===== config.mk =====
export PLATFORM = sky130hd
export DESIGN_NAME = mips_alu_div_unit
export DESIGN_NICKNAME = d
export VERILOG_FILES = /design/src/rtl/mips_alu_div_unit.sv
export SDC_FILE = /design/constraint.sdc
export NUM_CORES = 1
export LEC_CHECK = 0
export CORE_AREA = 5 5 181 183
export DETAILED_ROUTE_END_ITERATION = 16
export DIE_AREA = 0 0 186 188
export SYNTH_ARGS = -nofsm -noshare
export SYNTH_HDL_FRONTEND = slang
export SYNTH_SLANG_ARGS = --single-unit

===== constraint.sdc =====
create_clock -name clock -period 3.27 [get_ports clock]
set_input_delay 0.654 -clock clock [delete_from_list [all_inputs] [get_ports clock]]
set_output_delay 0.654 -clock clock [all_outputs]
set_load 0.02 [all_outputs]

===== src/rtl/mips_alu_div_unit.sv =====
// mips_alu_div_unit: iterative restoring divider for the MIPS execute stage.
// Implements DIV/DIVU. The quotient goes to LO (res_lo) and the remainder to
// HI (res_hi). The block does one restoring step per cycle behind a
// start/busy/done handshake.
// Optional build macro: MIPS_ALU_DIV_EARLY_EXIT_EN. When it is defined, an
// operation whose dividend magnitude is smaller than its divisor magnitude
// skips the iterative phase.
module mips_alu_div_unit #(
    parameter int DATA_W = 32
) (
    input  logic              clock,
    input  logic              reset,
    input  logic              start,
    input  logic              signed_op,
    input  logic [DATA_W-1:0] data1,
    input  logic [DATA_W-1:0] data2,
    output logic              busy,
    output logic              done,
    output logic [DATA_W-1:0] res_lo,
    output logic [DATA_W-1:0] res_hi,
    output logic              div_zero
);

    localparam logic [1:0] S_IDLE = 2'd0;
    localparam logic [1:0] S_RUN  = 2'd1;
    localparam logic [1:0] S_FIN  = 2'd2;

    localparam int               CNT_W     = $clog2(DATA_W);
    localparam logic [CNT_W-1:0] LAST_STEP = CNT_W'(DATA_W - 1);

    logic [1:0]        r_state;
    logic [CNT_W-1:0]  r_cnt;
    logic              r_sign_a;
    logic              r_sign_b;
    logic              r_zero;
    logic [DATA_W-1:0] r_rem;
    logic [DATA_W-1:0] r_quo;   // holds the dividend; quotient bits shift in at the LSB
    logic [DATA_W-1:0] r_dvs;

    logic              w_zero;
    logic              w_neg_a;
    logic              w_neg_b;
    logic [DATA_W-1:0] w_a_mag;
    logic [DATA_W-1:0] w_b_mag;
    logic              w_early;
    logic [DATA_W:0]   w_shift;
    logic              w_ge;
    logic [DATA_W-1:0] w_rem_next;
    logic [DATA_W-1:0] w_quo_next;
    logic [DATA_W-1:0] w_fin_lo;
    logic [DATA_W-1:0] w_fin_hi;

    // Operand preparation.
    // A zero divisor suppresses the sign handling. The raw dividend then runs
    // through the datapath. With a zero divisor, every step "subtracts" 0, so
    // the quotient becomes all ones and the remainder becomes exactly the
    // dividend as given.
    assign w_zero  = (data2 == '0);
    assign w_neg_a = signed_op & data1[DATA_W-1] & ~w_zero;
    assign w_neg_b = signed_op & data2[DATA_W-1];
    assign w_a_mag = w_neg_a ? (~data1 + 1'b1) : data1;
    assign w_b_mag = w_neg_b ? (~data2 + 1'b1) : data2;

`ifdef MIPS_ALU_DIV_EARLY_EXIT_EN
    assign w_early = ~w_zero & (w_a_mag < w_b_mag);
`else
    assign w_early = 1'b0;
`endif

    // One restoring step.
    // The compare is DATA_W+1 bits wide. When it succeeds, the true
    // difference is below the divisor, so a DATA_W-bit subtract is exact.
    assign w_shift    = {r_rem, r_quo[DATA_W-1]};
    assign w_ge       = (w_shift >= {1'b0, r_dvs});
    assign w_rem_next = w_ge ? (w_shift[DATA_W-1:0] - r_dvs) : w_shift[DATA_W-1:0];
    assign w_quo_next = {r_quo[DATA_W-2:0], w_ge};

    // Sign correction.
    // The quotient is negative when the operand signs differ. The remainder
    // takes the sign of the dividend. Most-negative / -1 wraps back to the
    // most-negative value on its own.
    assign w_fin_lo = (r_sign_a ^ r_sign_b) ? (~r_quo + 1'b1) : r_quo;
    assign w_fin_hi = r_sign_a ? (~r_rem + 1'b1) : r_rem;

    assign busy = (r_state != S_IDLE);

    // Control FSM and iterative datapath.
    always_ff @(posedge clock) begin
        if (reset) begin
            r_state  <= S_IDLE;
            r_cnt    <= '0;
            r_sign_a <= 1'b0;
            r_sign_b <= 1'b0;
            r_zero   <= 1'b0;
            r_rem    <= '0;
            r_quo    <= '0;
            r_dvs    <= '0;
        end else begin
            case (r_state)
                S_IDLE: begin
                    if (start) begin
                        r_sign_a <= w_neg_a;
                        r_sign_b <= w_neg_b;
                        r_zero   <= w_zero;
                        r_dvs    <= w_b_mag;
                        r_cnt    <= '0;
                        r_rem    <= w_early ? w_a_mag : '0;
                        r_quo    <= w_early ? '0 : w_a_mag;
                        r_state  <= w_early ? S_FIN : S_RUN;
                    end
                end
                S_RUN: begin
                    r_rem <= w_rem_next;
                    r_quo <= w_quo_next;
                    r_cnt <= r_cnt + 1'b1;
                    if (r_cnt == LAST_STEP) begin
                        r_state <= S_FIN;
                    end
                end
                S_FIN: begin
                    r_state <= S_IDLE;
                end
                default: begin
                    r_state <= S_IDLE;
                end
            endcase
        end
    end

    // Result registers; they hold from one done pulse until the next done or reset.
    always_ff @(posedge clock) begin
        if (reset) begin
            done     <= 1'b0;
            res_lo   <= '0;
            res_hi   <= '0;
            div_zero <= 1'b0;
        end else begin
            done <= (r_state == S_FIN);
            if (r_state == S_FIN) begin
                res_lo   <= w_fin_lo;
                res_hi   <= w_fin_hi;
                div_zero <= r_zero;
            end
        end
    end

endmodule


==> impl_metrics.csv <==
group,metric,value,unit
routing,initialDrtViolationCount,752,
critical_path,crit_path_start_kind,"flop",
cells_and_area,filler_cell_count,3176,
sta,final_tns_setup,0,ns
routing,wire_per_inst,16.4,um
routing,post-route-drc-count,0,
sta,worstMarginPinSlew,0.849,ns
cts,num_cts_buffers,17,
run,reported_max_cap_violation_count,0,
floorplan,initial_standard_cell_utilization_of_the_core,0.343,
global_route,gr-total-overflow,0,
logic_synthesis,netlist-cell-type-count,68,
logic_synthesis,synthXorXnorAreaFrac,0.109,
sta,period_minus_slack,3.13,ns
floorplan,die_x,186,um
sta,report.final.setup_viol,0,
floorplan,design.core.area,0.0311,sq mm
routing,vias_per_cell,5.31,
cells_and_area,nets,1605,
routing,final_routed_wirelength,31300,um
cells_and_area,antenna-diode-count,0,
logic_synthesis,synthesis.instances,1346,
logic_synthesis,post_synth_instance_area,0.0106,sq mm
routing,final_antenna_net_count,0,
cells_and_area,final_area,0.0134,sq mm
sta,setup_repair_after_global_routing_missed_its_margin,"yes",
cts,cts.sink_count,172,
placed_design,routability_congestion_estimate_from_global_placement,0.899,
logic_synthesis,synthMuxAreaShare,0.0283,
cts,cts_tree,"done",
pwr,lkg_pwr,5.02,nW
logic_synthesis,yosys.area_share.adder,0.0465,
logic_synthesis,sequential_fraction_of_the_synthesis_area,0.323,
logic_synthesis,synth-compound-area-share,0.251,
logic_synthesis,ys_seq_elements,172,
global_route,grt_pass1_vias,9334,
critical_path,worst_ep_arrival_time,3.48,ns
placed_design,dpl_cell_area,0.0128,sq mm
critical_path,critPathKind,"flop to flop",
sta,report.final.hold_viol_count,0,
logic_synthesis,synth_ff_type,"dfxtp_1",
logic_synthesis,number_of_flops_mapped_to_enable_cells_by_yosys,0,
floorplan,die_outline_height,188,um
cells_and_area,area.growth.synth_to_final,26.3,%
logic_synthesis,synth_warnings,0,
cells_and_area,sequential_cell_area,0.00344,sq mm
logic_synthesis,synth-simple-area-share,0.187,
routing,detailroute.via_count,10200,
sta,final_min_period_over_clock_period,0.958,
logic_synthesis,synth.net_count,1453,
critical_path,setup.worst_path.end_class,"flop",
critical_path,cp_max_fo,5,
cells_and_area,area_used_by_multi_input_combinational_logic,0.00668,sq mm
sta,max_freq,0.319,GHz
global_route,grt_antenna_before_repair,0,
cts,cts-root-buf,"clkbuf_16",
global_route,pin_count_of_the_biggest_net_entering_global_routing,78,
placed_design,placement.io_buffers,134,
routing,drt-pass1-iter-count,5,
logic_synthesis,async_reset_ff_frac,0,
logic_synthesis,combinational_family_with_the_most_area_after_synthesis,"compound AO/OA/AOI/OAI gates",
cts,clock_tree.buffer_depth,2,
cts,cts.reportedPaths.clkPinSlew,0.07,ns
floorplan,rows,65,
floorplan,design.portCount,135,
global_route,grtUsageTotal,0.176,
pwr,pwr_density_cell,427,mW/mm^2
sta,timing.clock.skew,0.0111,ns
floorplan,dieArea,0.0350,sq mm
cts,insertion_delay,0.44,ns
sta,max_slew_margin,0.434,
critical_path,critical_path_required,3.62,ns
cells_and_area,fraction_of_layout_instances_using_a_drive_strength_above_1,0.0933,
logic_synthesis,synthesis.area_per_instance,7.91,sq um
cts,cts-htree-levels,4,
cts,count_of_hold_buffers_inserted_by_post_cts_repair,0,
global_route,grt_first_pass_wirelength,49800,um
hold_path,hold_path_class,"flop to flop",
placed_design,detailed_place_hpwl,23700,um
pwr,irDropWorstVdd,0.374,mV
sta,final-max-slew-violation-count,0,
outcome,run_status,"complete, no violations",
==> stage by stage <==
step / hold slack [ns] / util / power, mW / cells / setup WS [ns]
2_1_floorplan: 0.432 / - / 3.16 / 1346 / 0.0835
3_3_place_gp: 0.443 / 0.412 / 3.58 / 1881 / -0.317
4_1_cts: 0.452 / 0.432 / 5.76 / 1913 / 0.126
3_5_place_dp: 0.443 / 0.412 / 3.60 / 1881 / -0.325
6_report: 0.451 / 0.433 / 5.74 / 1913 / 0.138
5_1_grt: 0.464 / 0.433 / 6.01 / 1913 / -0.0133
==> cell families (layout without fill, tap and decap cells) <==
group	after synthesis	count (layout)
muxes	30	30
buffers and inverters	137	302
DFF	172	172
adders and majority gates	39	39
and+or+nand+nor	423	423
AOI/OAI and AO/OA	412	412
xor gates and xnor gates	133	133
==> flip-flops by register name, summed over array words and instances (netlist names) <==
signal and count:
div_zero 1, done 1, r_cnt 5, r_dvs 32, r_quo 32, r_rem 32, r_sign_a 1, r_sign_b 1
r_state 2, r_zero 1, res_hi 32, res_lo 32
==> cell usage after synthesis (8+ instances only) <==
master | number | share of area
dfxtp_1 | 172 | 0.32
nand2_1 | 136 | 0.048
nor2_1 | 136 | 0.048
a21oi_1 | 104 | 0.049
o21ai_0 | 89 | 0.042
xor2_1 | 75 | 0.062
a211oi_1 | 72 | 0.051
clkbuf_1 | 67 | 0.024
xnor2_1 | 58 | 0.048
inv_1 | 54 | 0.019
ha_1 | 38 | 0.045
a22oi_1 | 30 | 0.021
mux2i_1 | 29 | 0.027
nand3_1 | 28 | 0.013
o31ai_1 | 22 | 0.016
nor3_1 | 20 | 0.0094
nor4_1 | 15 | 0.0088
a21o_1 | 14 | 0.0099
a311oi_1 | 13 | 0.011
or3_1 | 13 | 0.0076
or4_1 | 13 | 0.0092
and3_1 | 12 | 0.0071
o41ai_1 | 11 | 0.0091
a31oi_1 | 10 | 0.0059
o22ai_1 | 10 | 0.0059
nand2b_1 | 8 | 0.0047
nor2b_1 | 8 | 0.0047
==> area by class of cell <==
| cell class | instances | area share |
|---|---|---|
| Inverter | 55 | 0.0154 |
| Multi-Input combinational cell | 1037 | 0.497 |
| Clock buffer | 20 | 0.0340 |
| Timing Repair Buffer | 215 | 0.148 |
| Clock inverter | 12 | 0.0121 |
| Sequential cell | 172 | 0.256 |
| Tap cell | 402 | 0.0374 |
==> worst paths after layout <==
path	from	slack [ns]	end	cells past startpoint
worst max-delay path	r_rem[6]	0.14	res_hi[25]	9
worst min-delay path	res_lo[25]	0.45	res_lo[25]	2
worst max register to register	r_rem[6]	0.14	res_hi[25]	9
worst min register to register	res_lo[25]	0.45	res_lo[25]	2
==> worst max-delay path, stage by stage, from the launching register on <==
cell	delay, ns
dfxtp_1	0.32
or4_4	0.58
nor4_4	0.16
inv_2	0.06
or3_1	0.38
or4_4	0.46
or4_4	0.48
o31ai_1	0.26
xor2_1	0.11
a211oi_1	0.25
==> report_power, final <==
group          internal, mW  switching [mW]  leakage (nW)
logic                 0.560           0.734          3.33
registers              2.18           0.101          1.40
clock network          1.25           0.914         0.297
total                  3.99            1.75          5.02
==> repair_timing <==
item	4_1_cts	5_1_grt
setup endpoints to repair	0	20
resized for setup	0	6
setup buffers	0	0
==> cell usage in the layout, fill, tap and decap left out, types with 18 or more instances in the layout <==
| cell | n |
|---|---|
| a211oi_1 | 72 |
| a21oi_1 | 104 |
| a22oi_1 | 30 |
| buf_4 | 78 |
| clkdlybuf4s50_1 | 133 |
| dfxtp_1 | 172 |
| ha_1 | 38 |
| inv_1 | 54 |
| mux2i_1 | 29 |
| nand2_1 | 136 |
| nand3_1 | 28 |
| nor2_1 | 136 |
| nor3_1 | 18 |
| o21ai_0 | 89 |
| o31ai_1 | 22 |
| xnor2_1 | 58 |
| xor2_1 | 75 |
==> layer usage <==
metal / track usage / wire, um
met2: 0.258 / 13500
met4: 0.0471 / 524
met3: 0.0297 / 1620
met1: 0.264 / 15700
met5: 0 / 0
No activity file was read; power rests on OpenSTA's default activity.
